[config.mk]
export PLATFORM = sky130hd
export DESIGN_NAME = circuito
export DESIGN_NICKNAME = d
export VERILOG_FILES = /design/src/rtl/circuito.sv
export SDC_FILE = /design/constraint.sdc
export NUM_CORES = 1
export LEC_CHECK = 0
export CORE_MARGIN = 5
export CORE_UTILIZATION = 40
export DETAILED_ROUTE_END_ITERATION = 16
export MAX_ROUTING_LAYER = met4
export PLACE_DENSITY = 0.7
export REMOVE_ABC_BUFFERS = 1
export SYNTH_ARGS = -nofsm -noshare
export SYNTH_HDL_FRONTEND = slang
export SYNTH_SLANG_ARGS = --single-unit
[constraint.sdc]
create_clock -name clk -period 1.33 [get_ports clk]
set_input_delay 0.133 -clock clk [delete_from_list [all_inputs] [get_ports clk]]
set_output_delay 0.133 -clock clk [all_outputs]
set_load 0.1 [all_outputs]
[src/rtl/circuito.sv]
// Clocked 5-bit code to 7-segment decoder: 2-flop input sync, registered glyph.
// Ports: clk, rst_n, segments a..g (1 = lit), code bits b1(MSB)..b5(LSB).
module circuito (
  input  logic clk,
  input  logic rst_n,
  output logic a,
  output logic b,
  output logic c,
  output logic d,
  output logic e,
  output logic f,
  output logic g,
  input  logic b5,
  input  logic b4,
  input  logic b3,
  input  logic b2,
  input  logic b1
);

  logic [4:0] code_w;
  logic [4:0] sync1_q;
  logic [4:0] sync2_q;
  logic [6:0] seg_d;
  logic [6:0] seg_q;

  assign code_w = {b1, b2, b3, b4, b5};

  // Codes 16..31 collapse to a single dash so every code is defined.
  always_comb begin
    seg_d = 7'b0000001;
    if (!sync2_q[4]) begin
      case (sync2_q[3:0])
        4'h0:    seg_d = 7'b1111110;
        4'h1:    seg_d = 7'b0110000;
        4'h2:    seg_d = 7'b1101101;
        4'h3:    seg_d = 7'b1111001;
        4'h4:    seg_d = 7'b0110011;
        4'h5:    seg_d = 7'b1011011;
        4'h6:    seg_d = 7'b1011111;
        4'h7:    seg_d = 7'b1110000;
        4'h8:    seg_d = 7'b1111111;
        4'h9:    seg_d = 7'b1111011;
        4'hA:    seg_d = 7'b1110111;
        4'hB:    seg_d = 7'b0011111;
        4'hC:    seg_d = 7'b1001110;
        4'hD:    seg_d = 7'b0111101;
        4'hE:    seg_d = 7'b1001111;
        default: seg_d = 7'b1000111;
      endcase
    end
  end

  always_ff @(posedge clk or negedge rst_n) begin
    if (!rst_n) begin
      sync1_q <= '0;
      sync2_q <= '0;
      seg_q   <= '0;
    end else begin
      sync1_q <= code_w;
      sync2_q <= sync1_q;
      seg_q   <= seg_d;
    end
  end

  assign {a, b, c, d, e, f, g} = seg_q;

endmodule

Word level (Yosys, flattened, before mapping)

Memories as Yosys holds them, arrays and structs flattened.
Index checks and enable logic that the tools add are counted.

Logic and storage cells: 5
Flip-flop bits (word level): 17
Memories kept: 1
Bits in read-only memories: 112
Output and inout port bits: 7
Bits of input ports: 7

Multiplexer cells: 1

Memory list:

| name             | words | width | rd ports | clocked after Yosys merged registers in | wr ports | line | text |
|---|---|---|---|---|---|---|---|
| (name not given) | 16    | 7     | 1        | 0                                       | 0        | 32   | `case (sync2_q[3:0])` |

Operators by type and width:

| cell    | number |
|---|---|
| $mux W7 | 1 |

Logic depth before layout (Yosys ltp)

Gate-level depths: netlist (run 1).
An unclocked memory read counts as a cell.

Depth after elaboration: 2
Mapped depth: 5
Gate-level depth less buffers: 5

Least setup slack after synthesis (run 1)

Ideal clock, no wire load.

Kind: reg2reg
From: register sync2_q[0]
To: register seg_q[3]
Cell stages (with the launch flop): 6
Clock period less this slack: 1.390 ns
Buffers on the path: 0
Arrival time: 1.318 ns
Data required time: 1.258 ns
Setup time: 0.072 ns
Setup slack: -0.060 ns
Path through: dfrtp_1 inv_1 ha_1 inv_1 mux4_2 nor2_1

Word-level cells in the longest chain between the ends: 2

Ends and longest elaborated chain:

| element                  | line | text |
|---|---|---|
| start: declaration       | 22   | `logic [4:0] sync2_q;` |
| start signal: assignment | 60   | `sync2_q <= sync1_q;` |
| $mem_v2 Z16 W7           | n/a  |  |
| $mux W7                  | 31   | `if (!sync2_q[4]) begin` |
| net seg_d[3]             | 23   | `logic [6:0] seg_d;` |
| end signal: assignment   | 61   | `seg_q <= seg_d;` |
| end: declaration         | 24   | `logic [6:0] seg_q;` |

The timed path passes the listed nets, and every way through them passes these cells.

Final worst setup path (run 1)

Ends and elaborated chain as after synthesis.

==> impl_metrics.ini, run 1 <==
[status]
status = finished, violations left
violations = setup timing

[synth]
async_reset_ff_share_pct = 100
synth_common_cells = 17 x dfrtp_1, 8 x nor2_1, 7 x ha_1
yosys_warnings = 0
synthTopCellsByArea = dfrtp_1 60%, ha_1 12%, nor2_1 4.2%
synth_edf_count = 0
synth_cell_types = 19
yosys.area.top_type_share_pct = 60.2
yosysMostFrequentCell = dfrtp_1
yosysTopAreaCell = dfrtp_1
syn_area_per_cell_um2 = 13.1
ys_seq_area_share_pct = 60.2
synth_flop_cell = dfrtp_1
syn_area_um2 = 707
syn_inst = 54
synth_seq_cells = 17

[die]
ioPinCount = 14
die-area_um2 = 2710
rows = 15
die_w_um = 52.0
fp.dieH_um = 52.0
start_util_pct = 41.4
core-area_um2 = 1710

[setup_path]
critical_path_arrival_ns = 1.60
critPathSlowestCell = mux4_2
r2r_setup_slack_ns = -0.04
crit_path_max_incr_delay_ns = 0.47
crit_type = reg -> reg
critPathLaunchType = flip-flop
worstPathRequired_ns = 1.56
cp_max_fo = 4
path_cells = buf_4 > ha_1 > mux4_2 > nor2_1
endpoint_kind = flip-flop

[sta]
rsz0062_at_grt = true
whs_ns = 0.158
maxSlewHeadroom_pct = 69.8
setup_violations = 1
clock_skew_ns = 0.00539
setup_ws_ns = -0.0408
fin_crit_ns = 1.37
fmax_mhz = 729
finalHoldViolCount = 0
period_share_pct = 103
tightest_slew_ns = 0.453
slew_viol_final = 0

[grt]
grt_pass1_wl_um = 2100
antenna_found_initial = 0
grt_max_degree = 18
grt_pass1_vias = 455
grt-ovfl-total = 0
grt_use_total_pct = 11.5

[pwr]
finalPower_mw = 1.15
power.leakage_nw = 0.477
powerDensity_nw_per_um2 = 1100
peakVddDrop_mv = 0.757

[clock_tree]
cts-root-buf = clkbuf_4
numCtsBuffers = 3
htree_levels = 1
cts_tree = yes
clk_latency_ns = 0.29
cts.sinks = 17
clock_path_buffers = 2
post_cts_buffers = 0
path_clk_slew_ns = 0.09

[routing]
met2_length_um = 623
met1_length_um = 460
drtIter0Drc = 11
ant_nets = 0
viasPerCell = 4.58
vias = 472
dr_wl_met3_um = 91
wl_per_cell_um = 11.7
drc = 0
top_layer_used = met4
drt_wl_total_um = 1210
first_pass_iters = 4

[cells_and_area]
stdcell_count = 103
antenna_cells = 0
fillers = 149
area_growth_pct = 48.1
drive_above_1_share_pct = 35.9
fin_nets = 93

[job]
cap_violations = 0

[placement]
hpwlAfterDp_um = 954
dp.cells = 99
gp_congestion = 0.768
port_buffers = 13

[worst_hold_path]
hold_class = in -> async
[metal layers]
layer	track usage [%]	up-vias
li1	-	230
met1	11.3	220
met2	19.2	18
met3	5.44	4
met4	5.24	0
met5	-	-
[worst max-delay path: cells and delay by family (launching register included)]
family | cells | cell delay, ns
buf+inv | 1 | 0.16
flops | 1 | 0.39
simple gates | 1 | 0.10
fa+ha+maj | 1 | 0.20
mux | 1 | 0.47
[per-stage QoR]
step	setup TNS (ns)	utilization (%)	worst slack [ns]	cell area, µm²
floorplan	-0.0604	-	-0.0604	691
global placement	-0.0165	57.9	-0.0165	990
detailed placement	-0.0488	57.9	-0.0488	990
CTS	-0.0525	59.7	-0.0525	1020
global route	-0.250	61.3	-0.0849	1050
finish	-0.0408	61.3	-0.0408	1050
[power by group]
group / switching [mW] / internal (mW)
Clock: 0.150 / 0.112
Sequential: 0.0278 / 0.548
Combinational: 0.184 / 0.129
[sequential cells by signal (all words and copies together), names as in the netlist]
register and flops:
seg_q 7, sync1_q 5, sync2_q 5
[layout by cell type, fill, tap and decap left out, drive strengths merged]
cell	instances
a211o	1
nor2	8
nand2	1
mux4	1
and2b	1
clkbuf	3
clkdlybuf4s50	6
inv	4
o32ai	1
a221oi	1
o21ai	1
a31o	1
clkinv	1
mux2i	2
a211oi	3
nor3	1
nor2b	1
ha	7
a21oi	1
buf	16
dfrtp	17
[cells by family (layout without fill, tap and decap cells)]
| family | Yosys count | count (layout) | share of synthesized area, % |
|---|---|---|---|
| DFF | 17 | 17 | 60.2 |
| AOI/OAI and AO/OA | 9 | 9 | 9.56 |
| adders and majority gates | 7 | 7 | 12.4 |
| and+or+nand+nor | 12 | 12 | 7.43 |
| muxes | 3 | 3 | 6.02 |
| buffers and inverters | 6 | 30 | 4.42 |
[area by class of cell]
type                            instances  area [µm²]  share of cell area [%]
Clock inverter                          1        5.00                   0.478
Sequential cell                        17         425                    40.6
Inverter                                4        15.0                    1.43
Tap cell                               25        31.3                    2.99
Clock buffer                            3        22.5                    2.15
Multi-Input combinational cell         31         280                    26.8
Timing Repair Buffer                   22         268                    25.6
[timing repair]
action,CTS,global route
hold buffers,0,0
pin swaps,0,1
endpoints found under the setup margin,3,5
gates cloned,0,0
resized for setup,3,4
[final timing paths]
kind	startpoint	to	cells after the start
min reg2reg	sync1_q[0]	sync2_q[0]	0
max reg2reg	sync2_q[0]	seg_q[3]	4
max in group asynchronous	rst_n	sync1_q[4]	2
max	sync2_q[0]	seg_q[3]	4
min in group clk	b5	sync1_q[0]	1
min	rst_n	seg_q[2]	2
Power figures use the tool's default switching activity.
==> run 2, diff against run 1 <==
- CAP_MARGIN: default -> 10
- RECOVER_POWER: default -> 100
==> impl_metrics.ini, run 2 (same netlist as run 1, synthesis figures left out) <==
[routing]
met1_length_um = 471
viasPerCell = 4.71
top_layer_used = met4
drtIter0Drc = 12
drc = 0
drt_wl_total_um = 1230
first_pass_iters = 5
vias = 485
dr_wl_met3_um = 113
wl_per_cell_um = 12.0
ant_nets = 0
met2_length_um = 616

[cells_and_area]
fin_nets = 93
stdcell_count = 103
area_growth_pct = 34.5
top_regs = seg_q x7, sync1_q x5, sync2_q x5
antenna_cells = 0
fin_area_um2 = 951
drive_above_1_share_pct = 34.6
final_common_cell = dfrtp_1
final_cell_mix = 17 x dfrtp_1, 9 x clkbuf_4, 8 x nor2_1
top_register = seg_q
fillers = 165
largest_register_ffs = 7
fin_util_pct = 55.7

[die]
fp.dieH_um = 52.0
rows = 15
core-area_um2 = 1710
start_util_pct = 41.4
ioPinCount = 14
die-area_um2 = 2710
die_w_um = 52.0

[sta]
tightest_slew_ns = 0.860
clock_skew_ns = 0.00580
finalHoldViolCount = 0
period_share_pct = 103
slew_viol_final = 0
rsz0062_at_grt = true
tns_ns = -0.0414
maxSlewHeadroom_pct = 42.7
setup_violations = 1
fin_crit_ns = 1.37
setup_ws_ns = -0.0414
fmax_mhz = 729

[setup_path]
path_delay_family = multiplexers
path_cells = buf_4 > ha_1 > mux4_2 > nor2_1
crit_type = reg -> reg
critPathSlowestCell = mux4_2
worstPathRequired_ns = 1.56
path_buf_inv = 1
endpoint_kind = flip-flop
crit_path_max_incr_delay_ns = 0.46
critical_path_arrival_ns = 1.60
cp_max_fo = 4
critPathLaunchType = flip-flop

[placement]
dp.cells = 99
dp_slack_ns = -0.0488
port_buffers = 13
gp_congestion = 0.768
hpwlAfterDp_um = 954
place_area_um2 = 990

[job]
cap_violations = 0

[clock_tree]
cts-root-buf = clkbuf_4
cts.sinks = 17
cts_tree = yes
clock_path_buffers = 2
numCtsBuffers = 3
clk_latency_ns = 0.29
path_clk_slew_ns = 0.09
htree_levels = 1

[grt]
grt_pass1_wl_um = 2100
antenna_found_initial = 0
grt_max_degree = 18
grt_pass1_vias = 455
grt_use_total_pct = 11.5
grt-ovfl-total = 0

[pwr]
power.leakage_nw = 0.442
powerDensity_nw_per_um2 = 1150
peakVddDrop_mv = 0.723

[status]
status = finished, violations left
violations = setup timing

[worst_hold_path]
hold_class = reg -> reg
## run 2: changes by cell type in the layout (fill, tap and decap cells not counted), sizes merged
cell / change
clkbuf: +8
dlygate4sd3: +6
clkdlybuf4s50: -6
buf: -8
## run 2: timing repair
| action | 4_1_cts | 5_1_grt |
|---|---|---|
| setup endpoints to repair | 3 | 5 |
| hold buffers | 0 | 0 |
| pin swaps | 0 | 1 |
| buffers inserted | 0 | 0 |
| resized for setup | 3 | 4 |
## run 2: area by class of cell
type	count	area (µm²)	share of cell area, %
Clock buffer	3	22.5	2.37
Inverter	4	15.0	1.58
Clock inverter	1	5.00	0.526
Sequential cell	17	425	44.7
Timing Repair Buffer	22	171	18.0
Tap cell	25	31.3	3.29
Multi-Input combinational cell	31	280	29.5
## run 2: final timing paths
kind                       startpoint    endpoint  slack [ns]  depth (start not counted)
max reg2reg                sync2_q[0]    seg_q[3]       -0.04                          4
max                        sync2_q[0]    seg_q[3]       -0.04                          4
max in group asynchronous       rst_n  sync1_q[4]        0.34                          2
min in group asynchronous       rst_n    seg_q[2]        0.46                          2
min                        sync1_q[0]  sync2_q[0]        0.36                          0
min reg2reg                sync1_q[0]  sync2_q[0]        0.36                          0
## run 2: power breakdown
| part | switching [mW] | internal, mW | leakage, nW |
|---|---|---|---|
| Sequential | 0.0184 | 0.548 | 0.201 |
| Clock | 0.150 | 0.112 | 0.0177 |
| Combinational | 0.185 | 0.0784 | 0.223 |
| Total | 0.353 | 0.738 | 0.442 |
## run 2: routing by layer
layer / GRT usage [%] / vias to the layer above
met4: 5.24 / 0
met5: - / -
li1: - / 229
met3: 5.44 / 4
met1: 11.3 / 228
met2: 19.2 / 24
## run 2: metrics by stage
step           power, mW  hold WS [ns]
4_1_cts             1.17         0.156
5_1_grt             1.16         0.369
3_5_place_dp       0.894         0.339
6_report            1.09         0.355
2_1_floorplan      0.748        -0.163
3_3_place_gp       0.887         0.334
==> run 3, diff against run 2 <==
- CTS_CLUSTER_DIAMETER: default -> 50
- PLACE_DENSITY: 0.7 -> 0.79
==> impl_metrics.ini, run 3 (same netlist as run 1, synthesis figures left out) <==
[status]
status = finished, violations left
violations = setup timing

[cells_and_area]
final_common_cell = dfrtp_1
fin_util_pct = 52.1
antenna_cells = 0
fillers = 159
fin_area_um2 = 890
drive_above_1_share_pct = 25.3
top_register = seg_q
area_growth_pct = 25.8
fin_nets = 90
final_cell_mix = 17 x dfrtp_1, 8 x nor2_1, 6 x ha_1, 6 x dlygate4sd3_1, 6 x buf_2
stdcell_count = 100
top_regs = seg_q x7, sync1_q x5, sync2_q x5
largest_register_ffs = 7

[clock_tree]
clk_latency_ns = 0.28
clock_path_buffers = 2
post_cts_buffers = 0
numCtsBuffers = 3
cts_hold_buffers = 0
path_clk_slew_ns = 0.09
htree_levels = 1
cts_tree = yes
cts-root-buf = clkbuf_4
cts.sinks = 17

[pwr]
combPwrFrac_pct = 22.4
seq_power_share_pct = 52.8
power.internal_mw = 0.728
finalPower_mw = 1.07
power.share.clock_pct = 24.8
p_sw_share_pct = 32.2
power.leakage_nw = 0.427
switching_power_mw = 0.345
peakVddDrop_mv = 0.806
powerDensity_nw_per_um2 = 1210

[die]
fp.dieH_um = 52.0
start_util_pct = 41.4
core-area_um2 = 1710
rows = 15
ioPinCount = 14
die_w_um = 52.0
die-area_um2 = 2710

[sta]
rsz0062_at_grt = true
finalHoldViolCount = 0
setup_violations = 1
fin_crit_ns = 1.36
tightest_slew_ns = 0.862
clock_skew_ns = 0.00208
period_share_pct = 103
setup_ws_ns = -0.0342
slew_viol_final = 0
tns_ns = -0.0342
whs_ns = 0.356
fmax_mhz = 733
maxSlewHeadroom_pct = 42.5

[worst_hold_path]
min_from = sync1_q[1]
hold_depth = 0
holdPathEnd = sync2_q[1]
hold_class = reg -> reg

[placement]
dp.cells = 96
hpwlAfterDp_um = 883
gp_congestion = 0.810
dp_slack_ns = -0.0491
port_buffers = 13
place_area_um2 = 967

[grt]
grt_use_total_pct = 9.76
antenna_found_initial = 0
grt_pass1_wl_um = 1870
grt_pass1_vias = 463
grt_max_degree = 18
grt-ovfl-total = 0

[setup_path]
crit_cells = 4
worstPathRequired_ns = 1.55
critical_path_arrival_ns = 1.58
r2r_end = seg_q[3]
path_cells = buf_4 > ha_1 > mux4_2 > nor2_1
critPathLaunchType = flip-flop
critPathSlowestCell = mux4_2
r2r_cells = 4
cp_max_fo = 5
r2r_setup_slack_ns = -0.03
startpoint = sync2_q[0]
endpoint_kind = flip-flop
r2r-start = sync2_q[0]
path_delay_family = multiplexers
crit_type = reg -> reg
path_buf_inv = 1
crit_path_max_incr_delay_ns = 0.46

[routing]
drt_wl_total_um = 1150
drc = 0
viasPerCell = 4.64
first_pass_iters = 4
drtIter0Drc = 2
wl_per_cell_um = 11.5
vias = 464
ant_nets = 0

[job]
cap_violations = 0
-- run 3: worst max-delay path by stage --
stage / slack (ns) / end
after CTS: -0.04 / seg_q[3]
final: -0.03 / seg_q[3]
after floorplan: -0.06 / seg_q[3]
after global placement: -0.01 / seg_q[3]
after global routing: -0.09 / seg_q[3]
after detailed placement: -0.05 / seg_q[3]
-- run 3: worst reg2reg max path: cells and delay by family, from the launching register on --
kind                       cells  cell delay, ns
muxes                          1            0.46
and+or+nand+nor                1            0.09
DFF                            1            0.40
buffers and inverters          1            0.16
adders and majority gates      1            0.20
-- run 3: power groups by stage --
stage	combinational, mW	clock, mW	sequential [mW]
after floorplan	0.0470	0	0.701
after CTS	0.298	0.282	0.577
final	0.241	0.266	0.566
after global routing	0.255	0.302	0.571
after global placement	0.294	0	0.585
after detailed placement	0.297	0	0.588
-- run 3: metal layers --
| layer | vias up | routed length, µm | global-route usage, % | share of wire [%] |
|---|---|---|---|---|
| li1 | 227 | - | - | - |
| met1 | 225 | 503 | 9.42 | 44 |
| met2 | 12 | 597 | 18.0 | 52 |
| met3 | 0 | 49 | 2.87 | 4.3 |
| met4 | 0 | 0 | 3.93 | 0 |
| met5 | - | 0 | - | 0 |
-- run 3: final cells by class --
cell class / instances / area (µm²) / share of cell area [%]
clock buffer: 4 / 26.3 / 2.95
timing repair buffer: 19 / 139 / 15.6
sequential: 17 / 425 / 47.8
inverter: 4 / 15.0 / 1.69
tap: 25 / 31.3 / 3.52
multi-input combinational: 31 / 253 / 28.4
-- run 3: timing repair --
action                                  CTS  global route
pin swaps                                 1             0
gates resized for setup                   2             0
endpoints found under the setup margin    3             4
